$ cat config.mk
export PLATFORM = sky130hd
export DESIGN_NAME = spi_slave_engine_flat
export DESIGN_NICKNAME = d
export VERILOG_FILES = /design/src/rtl/spi_slave_engine_if.sv /design/src/rtl/spi_slave_engine.sv /design/src/flat_wrapper.sv
export SDC_FILE = /design/constraint.sdc
export NUM_CORES = 1
export LEC_CHECK = 0
export ABC_AREA = 1
export BUFFER_PORTS_ARGS = -buffer_cell sky130_fd_sc_hd__buf_2
export CAP_MARGIN = 10
export CORE_MARGIN = 2
export CORE_UTILIZATION = 35
export DETAILED_ROUTE_END_ITERATION = 6
export PLACE_DENSITY = 0.56
export SETUP_SLACK_MARGIN = 0.5
export SYNTH_ARGS = -nofsm -noshare
export SYNTH_HDL_FRONTEND = slang
export SYNTH_SLANG_ARGS = --single-unit
$ cat constraint.sdc
create_clock -name clk -period 4 [get_ports clk]
set_input_delay 0.2 -clock clk [delete_from_list [all_inputs] [get_ports clk]]
set_output_delay 0.2 -clock clk [all_outputs]
set_load 0.01 [all_outputs]
$ cat src/rtl/spi_slave_engine_if.sv
// ============================================================================
// Module      : spi_slave_engine_if
// Description : Control, serial-pin and user-side signals of the SPI slave engine
// Revision    : 1.0
// ============================================================================
`default_nettype none

interface spi_slave_engine_if #(
   parameter int DATA_WIDTH = 8
);
   logic                  SPE;
   logic                  CPOL;
   logic                  CPHA;
   logic                  LSBFE;
   logic                  SS_slave;
   logic                  SCK_in;
   logic                  MOSI_in;
   logic                  MISO_out;
   logic                  MISO_oe;
   logic [DATA_WIDTH-1:0] tx_data;
   logic                  tx_wr;
   logic [DATA_WIDTH-1:0] rx_data;
   logic                  SPIF;
   logic                  spif_clr;
   logic                  busy;
   logic                  overrun;

   modport slave (
      input  SPE, CPOL, CPHA, LSBFE, SS_slave, SCK_in, MOSI_in, tx_data, tx_wr, spif_clr,
      output MISO_out, MISO_oe, rx_data, SPIF, busy, overrun
   );

   modport master (
      output SPE, CPOL, CPHA, LSBFE, SS_slave, SCK_in, MOSI_in, tx_data, tx_wr, spif_clr,
      input  MISO_out, MISO_oe, rx_data, SPIF, busy, overrun
   );
endinterface

`default_nettype wire

$ cat src/rtl/spi_slave_engine.sv
// ============================================================================
// Module      : spi_slave_engine
// Description : Oversampling SPI slave, all CPOL/CPHA modes, MSB/LSB first.
//               Optional receive-overrun tracking via SPI_SLAVE_OVERRUN_EN.
// Revision    : 1.0
// ============================================================================
`default_nettype none

module spi_slave_engine #(
   parameter int SYNC_STAGES = 2,
   parameter int DATA_WIDTH  = 8
) (
   input  wire logic         clk,
   input  wire logic         rst,
   spi_slave_engine_if.slave bus
);
   localparam int                c_CW   = $clog2(DATA_WIDTH) + 1;
   localparam logic [c_CW-1:0]   c_FULL = c_CW'(DATA_WIDTH);

   typedef enum logic [0:0] {S_IDLE = 1'b0, S_ACTIVE = 1'b1} state_t;
   state_t r_state, w_state_nxt;

   logic [SYNC_STAGES-1:0] r_ss_sync, r_sck_sync, r_mosi_sync;
   logic                   r_ss_d, r_sck_d;
   logic [c_CW-1:0]        r_bit_cnt;
   logic [DATA_WIDTH-1:0]  r_tx_shift, r_rx_shift, r_tx_buf, r_rx_data;
   logic                   r_spif, r_edge_seen;
   logic                   w_ss_s, w_sck_s, w_mosi_s;
   logic                   w_lead, w_trail, w_enter, w_exit, w_done, w_sample, w_shift;

   always_ff @(posedge clk or posedge rst) begin
      if (rst) begin
         r_ss_sync   <= '1;
         r_sck_sync  <= '0;
         r_mosi_sync <= '0;
         r_ss_d      <= 1'b1;
         r_sck_d     <= 1'b0;
      end else begin
         r_ss_sync   <= {r_ss_sync[SYNC_STAGES-2:0], bus.SS_slave};
         r_sck_sync  <= {r_sck_sync[SYNC_STAGES-2:0], bus.SCK_in};
         r_mosi_sync <= {r_mosi_sync[SYNC_STAGES-2:0], bus.MOSI_in};
         r_ss_d      <= w_ss_s;
         r_sck_d     <= w_sck_s;
      end
   end

   assign w_ss_s   = r_ss_sync[SYNC_STAGES-1];
   assign w_sck_s  = r_sck_sync[SYNC_STAGES-1];
   assign w_mosi_s = r_mosi_sync[SYNC_STAGES-1];
   assign w_lead   = (w_sck_s != r_sck_d) && (w_sck_s != bus.CPOL);
   assign w_trail  = (w_sck_s != r_sck_d) && (w_sck_s == bus.CPOL);
   assign w_enter  = bus.SPE && r_ss_d && !w_ss_s;
   assign w_exit   = !bus.SPE || w_ss_s;
   assign w_done   = (r_state == S_ACTIVE) && (r_bit_cnt == c_FULL);
   assign w_sample = (r_state == S_ACTIVE) && !w_exit && !w_done && (bus.CPHA ? w_trail : w_lead);
   // No shift before the first sample of a byte: the loaded MSB/LSB is already on MISO
   assign w_shift  = (r_state == S_ACTIVE) && !w_exit && !w_done && (r_bit_cnt != '0)
                     && (bus.CPHA ? w_lead : w_trail);

   always_ff @(posedge clk or posedge rst) begin
      if (rst) r_state <= S_IDLE;
      else     r_state <= w_state_nxt;
   end

   always_comb begin
      w_state_nxt  = r_state;
      bus.MISO_oe  = 1'b0;
      bus.busy     = 1'b0;
      bus.MISO_out = 1'b1;
      case (r_state)
         S_IDLE:   if (w_enter) w_state_nxt = S_ACTIVE;
         S_ACTIVE: begin
            if (w_exit) w_state_nxt = S_IDLE;
            bus.MISO_oe  = 1'b1;
            bus.busy     = (r_bit_cnt != '0) || r_edge_seen;
            bus.MISO_out = bus.LSBFE ? r_tx_shift[0] : r_tx_shift[DATA_WIDTH-1];
         end
         default:  w_state_nxt = S_IDLE;
      endcase
   end

   always_ff @(posedge clk or posedge rst) begin
      if (rst) begin
         r_bit_cnt   <= '0;
         r_tx_shift  <= '0;
         r_rx_shift  <= '0;
         r_tx_buf    <= '1;
         r_edge_seen <= 1'b0;
      end else begin
         if (bus.tx_wr) r_tx_buf <= bus.tx_data;
         if (r_state == S_IDLE) begin
            r_edge_seen <= 1'b0;
            if (w_enter) begin
               r_tx_shift <= r_tx_buf;
               r_bit_cnt  <= '0;
            end
         end else if (w_done) begin
            r_bit_cnt   <= '0;
            r_edge_seen <= 1'b0;
            r_tx_shift  <= r_tx_buf;
         end else if (w_exit) begin
            r_bit_cnt   <= '0;
            r_edge_seen <= 1'b0;
         end else begin
            if (w_lead) r_edge_seen <= 1'b1;
            if (w_sample) begin
               r_bit_cnt  <= r_bit_cnt + c_CW'(1);
               r_rx_shift <= bus.LSBFE ? {w_mosi_s, r_rx_shift[DATA_WIDTH-1:1]}
                                       : {r_rx_shift[DATA_WIDTH-2:0], w_mosi_s};
            end
            if (w_shift) begin
               r_tx_shift <= bus.LSBFE ? {1'b0, r_tx_shift[DATA_WIDTH-1:1]}
                                       : {r_tx_shift[DATA_WIDTH-2:0], 1'b0};
            end
         end
      end
   end

`ifdef SPI_SLAVE_OVERRUN_EN
   logic r_overrun;

   // A clear arriving with a completion lets the new byte in without touching overrun
   always_ff @(posedge clk or posedge rst) begin
      if (rst) begin
         r_rx_data <= '0;
         r_spif    <= 1'b0;
         r_overrun <= 1'b0;
      end else if (w_done) begin
         if (bus.spif_clr || !r_spif) r_rx_data <= r_rx_shift;
         else                         r_overrun <= 1'b1;
         r_spif <= 1'b1;
      end else if (bus.spif_clr) begin
         r_spif    <= 1'b0;
         r_overrun <= 1'b0;
      end
   end

   assign bus.overrun = r_overrun;
`else
   always_ff @(posedge clk or posedge rst) begin
      if (rst) begin
         r_rx_data <= '0;
         r_spif    <= 1'b0;
      end else if (w_done) begin
         r_rx_data <= r_rx_shift;
         r_spif    <= 1'b1;
      end else if (bus.spif_clr) begin
         r_spif    <= 1'b0;
      end
   end

   assign bus.overrun = 1'b0;
`endif

   assign bus.rx_data = r_rx_data;
   assign bus.SPIF    = r_spif;
endmodule

`default_nettype wire

$ cat src/flat_wrapper.sv
// flat-port wrapper written by rule: the top's interface ports become plain ports
module spi_slave_engine_flat 
#(
   parameter int SYNC_STAGES = 2,
   parameter int DATA_WIDTH  = 8
)
  (clk, rst, bus_SPE, bus_CPOL, bus_CPHA, bus_LSBFE, bus_SS_slave, bus_SCK_in, bus_MOSI_in, bus_tx_data, bus_tx_wr, bus_spif_clr, bus_MISO_out, bus_MISO_oe, bus_rx_data, bus_SPIF, bus_busy, bus_overrun);
  spi_slave_engine_if #(.DATA_WIDTH(DATA_WIDTH)) bus_i ();
  input  wire logic clk;
  input  wire logic rst;
  input wire logic [$bits(bus_i.SPE)-1:0] bus_SPE;
  input wire logic [$bits(bus_i.CPOL)-1:0] bus_CPOL;
  input wire logic [$bits(bus_i.CPHA)-1:0] bus_CPHA;
  input wire logic [$bits(bus_i.LSBFE)-1:0] bus_LSBFE;
  input wire logic [$bits(bus_i.SS_slave)-1:0] bus_SS_slave;
  input wire logic [$bits(bus_i.SCK_in)-1:0] bus_SCK_in;
  input wire logic [$bits(bus_i.MOSI_in)-1:0] bus_MOSI_in;
  input wire logic [$bits(bus_i.tx_data)-1:0] bus_tx_data;
  input wire logic [$bits(bus_i.tx_wr)-1:0] bus_tx_wr;
  input wire logic [$bits(bus_i.spif_clr)-1:0] bus_spif_clr;
  output wire logic [$bits(bus_i.MISO_out)-1:0] bus_MISO_out;
  output wire logic [$bits(bus_i.MISO_oe)-1:0] bus_MISO_oe;
  output wire logic [$bits(bus_i.rx_data)-1:0] bus_rx_data;
  output wire logic [$bits(bus_i.SPIF)-1:0] bus_SPIF;
  output wire logic [$bits(bus_i.busy)-1:0] bus_busy;
  output wire logic [$bits(bus_i.overrun)-1:0] bus_overrun;
  assign bus_i.SPE = bus_SPE;
  assign bus_i.CPOL = bus_CPOL;
  assign bus_i.CPHA = bus_CPHA;
  assign bus_i.LSBFE = bus_LSBFE;
  assign bus_i.SS_slave = bus_SS_slave;
  assign bus_i.SCK_in = bus_SCK_in;
  assign bus_i.MOSI_in = bus_MOSI_in;
  assign bus_i.tx_data = bus_tx_data;
  assign bus_i.tx_wr = bus_tx_wr;
  assign bus_i.spif_clr = bus_spif_clr;
  assign bus_MISO_out = bus_i.MISO_out;
  assign bus_MISO_oe = bus_i.MISO_oe;
  assign bus_rx_data = bus_i.rx_data;
  assign bus_SPIF = bus_i.SPIF;
  assign bus_busy = bus_i.busy;
  assign bus_overrun = bus_i.overrun;
  spi_slave_engine #(.SYNC_STAGES(SYNC_STAGES), .DATA_WIDTH(DATA_WIDTH)) u_core (.clk(clk), .rst(rst), .bus(bus_i));
endmodule
==> key figures <==
Timing
  – RSZ-0062 raised after global routing: no
  – Final Max Slew Viols: 0
  – Worst-Margin Slew: 0.991 ns
  – Fmax: 573 MHz
  – Endpoints failing hold: 0
  – Final worst path period share: 43.7%
  – Final clock skew: 0.00695 ns
  – Slew HR: 33.9%
  – TNS Setup: 0 ns
  – Fin crit period: 1.75 ns
  – Worst Hold Slack: 0.0937 ns
  – Final setup violation count: 0

Floorplan
  – Die outline height: 86.2 um
  – CORE AREA: 6460 sq um
  – Number of top-level pins: 32
  – Die area: 7430 sq um
  – Initial core utilization: 36.6%
  – Row count: 29
  – DIE WIDTH: 86.2 um

Setup path
  – CP endpoint kind: primary output
  – Setup Crit Path Kind: reg2out
  – CP Cell Sequence: inv_1 > ha_1 > inv_1 > nor3_1 > a21oi_1 > buf_2
  – Crit-path slowest cell: dfrtp_1
  – CP bufs+invs: 3
  – Worst Path Required: 3.80 ns
  – CP Data Arrival Time: 1.55 ns
  – Cell family with most CP delay: flip-flops
  – CP most frequent cell: inv_1
  – Worst path max stage delay: 0.40 ns
  – CP max FO: 3
  – Critical Path Source Type: flip-flop

Layout
  – Area of the multi-input gates: 970 sq um
  – Layout cells sized above 1: 28.5%
  – NumNets Final: 322
  – Non-filler cells, final: 379
  – Cell area after layout: 2670 sq um
  – FF/Latch Area: 1190 sq um
  – Fillers: 645
  – # diodes: 0
  – P&R area growth vs syn: 12.9%

Clock tree
  – Clock-pin slew on the worst setup and hold paths: 0.09 ns
  – Post-CTS sizing: 0
  – TritonCTS Buffers: 5
  – Max H-tree Level: 2
  – CTS root buffer: clkbuf_8
  – Clk_lat worst skew: 0.30 ns
  – CTS tree: built
  – CTS sink count: 47
  – Clock Path Buffers: 2

Logic synthesis
  – Largest cells by area after synthesis: dfrtp_1, dfstp_2, nand2_1
  – Share of the synthesized area in the top cell type: 38.1%
  – Largest area contributor in the netlist: dfrtp_1
  – Syn Std Cell Area: 2370 sq um
  – Sequential cell area fraction in the yosys report: 50.3%
  – Synth warn: 0
  – Yosys reg bits: 47
  – Yosys cell types: 29
  – Mean Syn Cell Area: 8.76 sq um
  – Mapped Nets: 291
  – Post-Synthesis Cells: 270

Detailed routing
  – Via density per instance: 4.64
  – DRC errors left: 0
  – Drt first-iter violations: 72
  – Total wire length: 4.58 mm
  – Final ANT Viol Nets: 0
  – Vias: 1758
  – DR WL/cell: 12.1 um
  – 1st-pass router iterations: 4

Placement
  – Post-DP HPWL: 3.20 mm
  – Port Buf Inserts: 30
  – Placed insts: 368
  – RePlAce Congestion: 0.773
  – Dpl cell area: 2540 sq um

GRT
  – First-pass GRT wire length: 7.71 mm
  – Vias in the first global route: 1613
  – Number of antenna violations at the first check in global routing: 0
  – Total global routing track utilization: 13.0%
  – Pin count of the biggest net entering global routing: 48
  – Total grt overflow: 0

Pwr
  – LEAKAGE: 0.00137 uW
  – Worst IR drop on VDD: 0.177 mV
  – PD cells: 372 nW/um^2

Min path
  – Min-delay worst type: in2reg

Job
  – Max cap viols: 0

Status
  – Status: finished, final reports clean
==> repair_timing <==
action | 4_1_cts | 5_1_grt
buffers inserted | 0 | 0
hold buffers | 3 | 0
endpoints found under the hold margin | 3 | 0
==> worst paths after layout <==
check / slack [ns] / depth (start not counted) / to / start
min in group asynchronous: 0.12 / 2 / u_core.r_sck_d / rst
max reg2reg: 2.28 / 10 / u_core.r_tx_shift[0] / u_core.r_bit_cnt[0]
max: 2.25 / 6 / bus_busy / u_core.r_bit_cnt[0]
max in group asynchronous: 3.26 / 2 / u_core.bus.SPIF / rst
min: 0.09 / 2 / u_core.bus.SPIF / bus_spif_clr
min reg2reg: 0.36 / 0 / u_core.r_sck_sync[1] / u_core.r_sck_sync[0]
==> cell families after synthesis <==
| kind of cell | Yosys count | synth area share, % |
|---|---|---|
| other cells | 1 | 0.158 |
| flops | 47 | 50.3 |
| compound gates | 50 | 13.4 |
| mux | 3 | 1.27 |
| xor+xnor | 2 | 0.740 |
| buf+inv | 43 | 8.73 |
| fa+ha+maj | 2 | 1.06 |
| simple gates | 122 | 24.4 |
==> cells in the final DEF, fill, tap and decap left out <==
cell type,count
nand2_4,4
nor2_4,2
dlygate4sd3_1,3
xor2_1,2
nand3_2,2
dfstp_2,11
nor3_1,1
ha_1,2
inv_4,1
o21ai_0,23
nor2_2,2
conb_1,1
clkinvlp_4,1
nand3_4,1
nand2_1,74
nor2_1,9
nand2_2,6
o21ai_4,1
nand3_1,21
clkbuf_8,7
o21ai_1,1
o211ai_1,1
inv_1,29
dfrtp_1,36
inv_2,4
buf_2,30
a21oi_1,10
o21ai_2,14
mux2i_1,3
==> stage by stage <==
stage	total power (uW)	setup WS, ns	util (%)
final	994	2.25	41.3
after global routing	1050	2.11	41.3
after CTS	1010	2.24	41.3
after detailed placement	688	2.28	39.3
after global placement	685	2.32	39.3
after floorplan	652	2.56	-
==> power by group <==
part / internal, uW / total (uW) / switching (uW)
sequential: 519 / 545 / 26.1
clock: 157 / 314 / 157
combinational: 49.9 / 135 / 85.0
==> cell type report <==
class	instances	area share (%)
flip-flops and latches	47	44.6
multi-input cells	180	36.3
repair buffers	33	6.75
inverters	34	4.87
clock buffers	7	3.61
well taps	77	3.61
clock inverters	1	0.281
==> cell usage after synthesis (all sizes together) <==
cell type	count
nand3	24
clkbuf	2
o21ai	39
a21oi	10
nor2	13
mux2i	3
ha	2
dfstp	11
xor2	2
nor3	1
conb	1
nand2	84
inv	34
o211ai	1
dfrtp	36
buf	7
==> routing by layer <==
metal	global-route usage, %	up-vias	part of all wire, %
met5	0	-	0
met4	3.98	0	0.96
met3	3.43	5	5.3
met2	19.0	37	43
met1	18.9	802	51
li1	-	914	-
==> state kept, by name (all words and copies together), names as in the netlist <==
name,flops
u_core.r_rx_shift,8
u_core.r_state,1
u_core.r_edge_seen,1
u_core.r_mosi_sync,2
u_core.r_tx_buf,8
u_core.r_sck_sync,2
u_core.r_tx_shift,8
u_core.r_bit_cnt,4
u_core.r_ss_d,1
u_core.bus.SPIF,1
u_core.r_ss_sync,2
u_core.r_sck_d,1
u_core.bus.rx_data,8
Power figures use the tool's default switching activity.
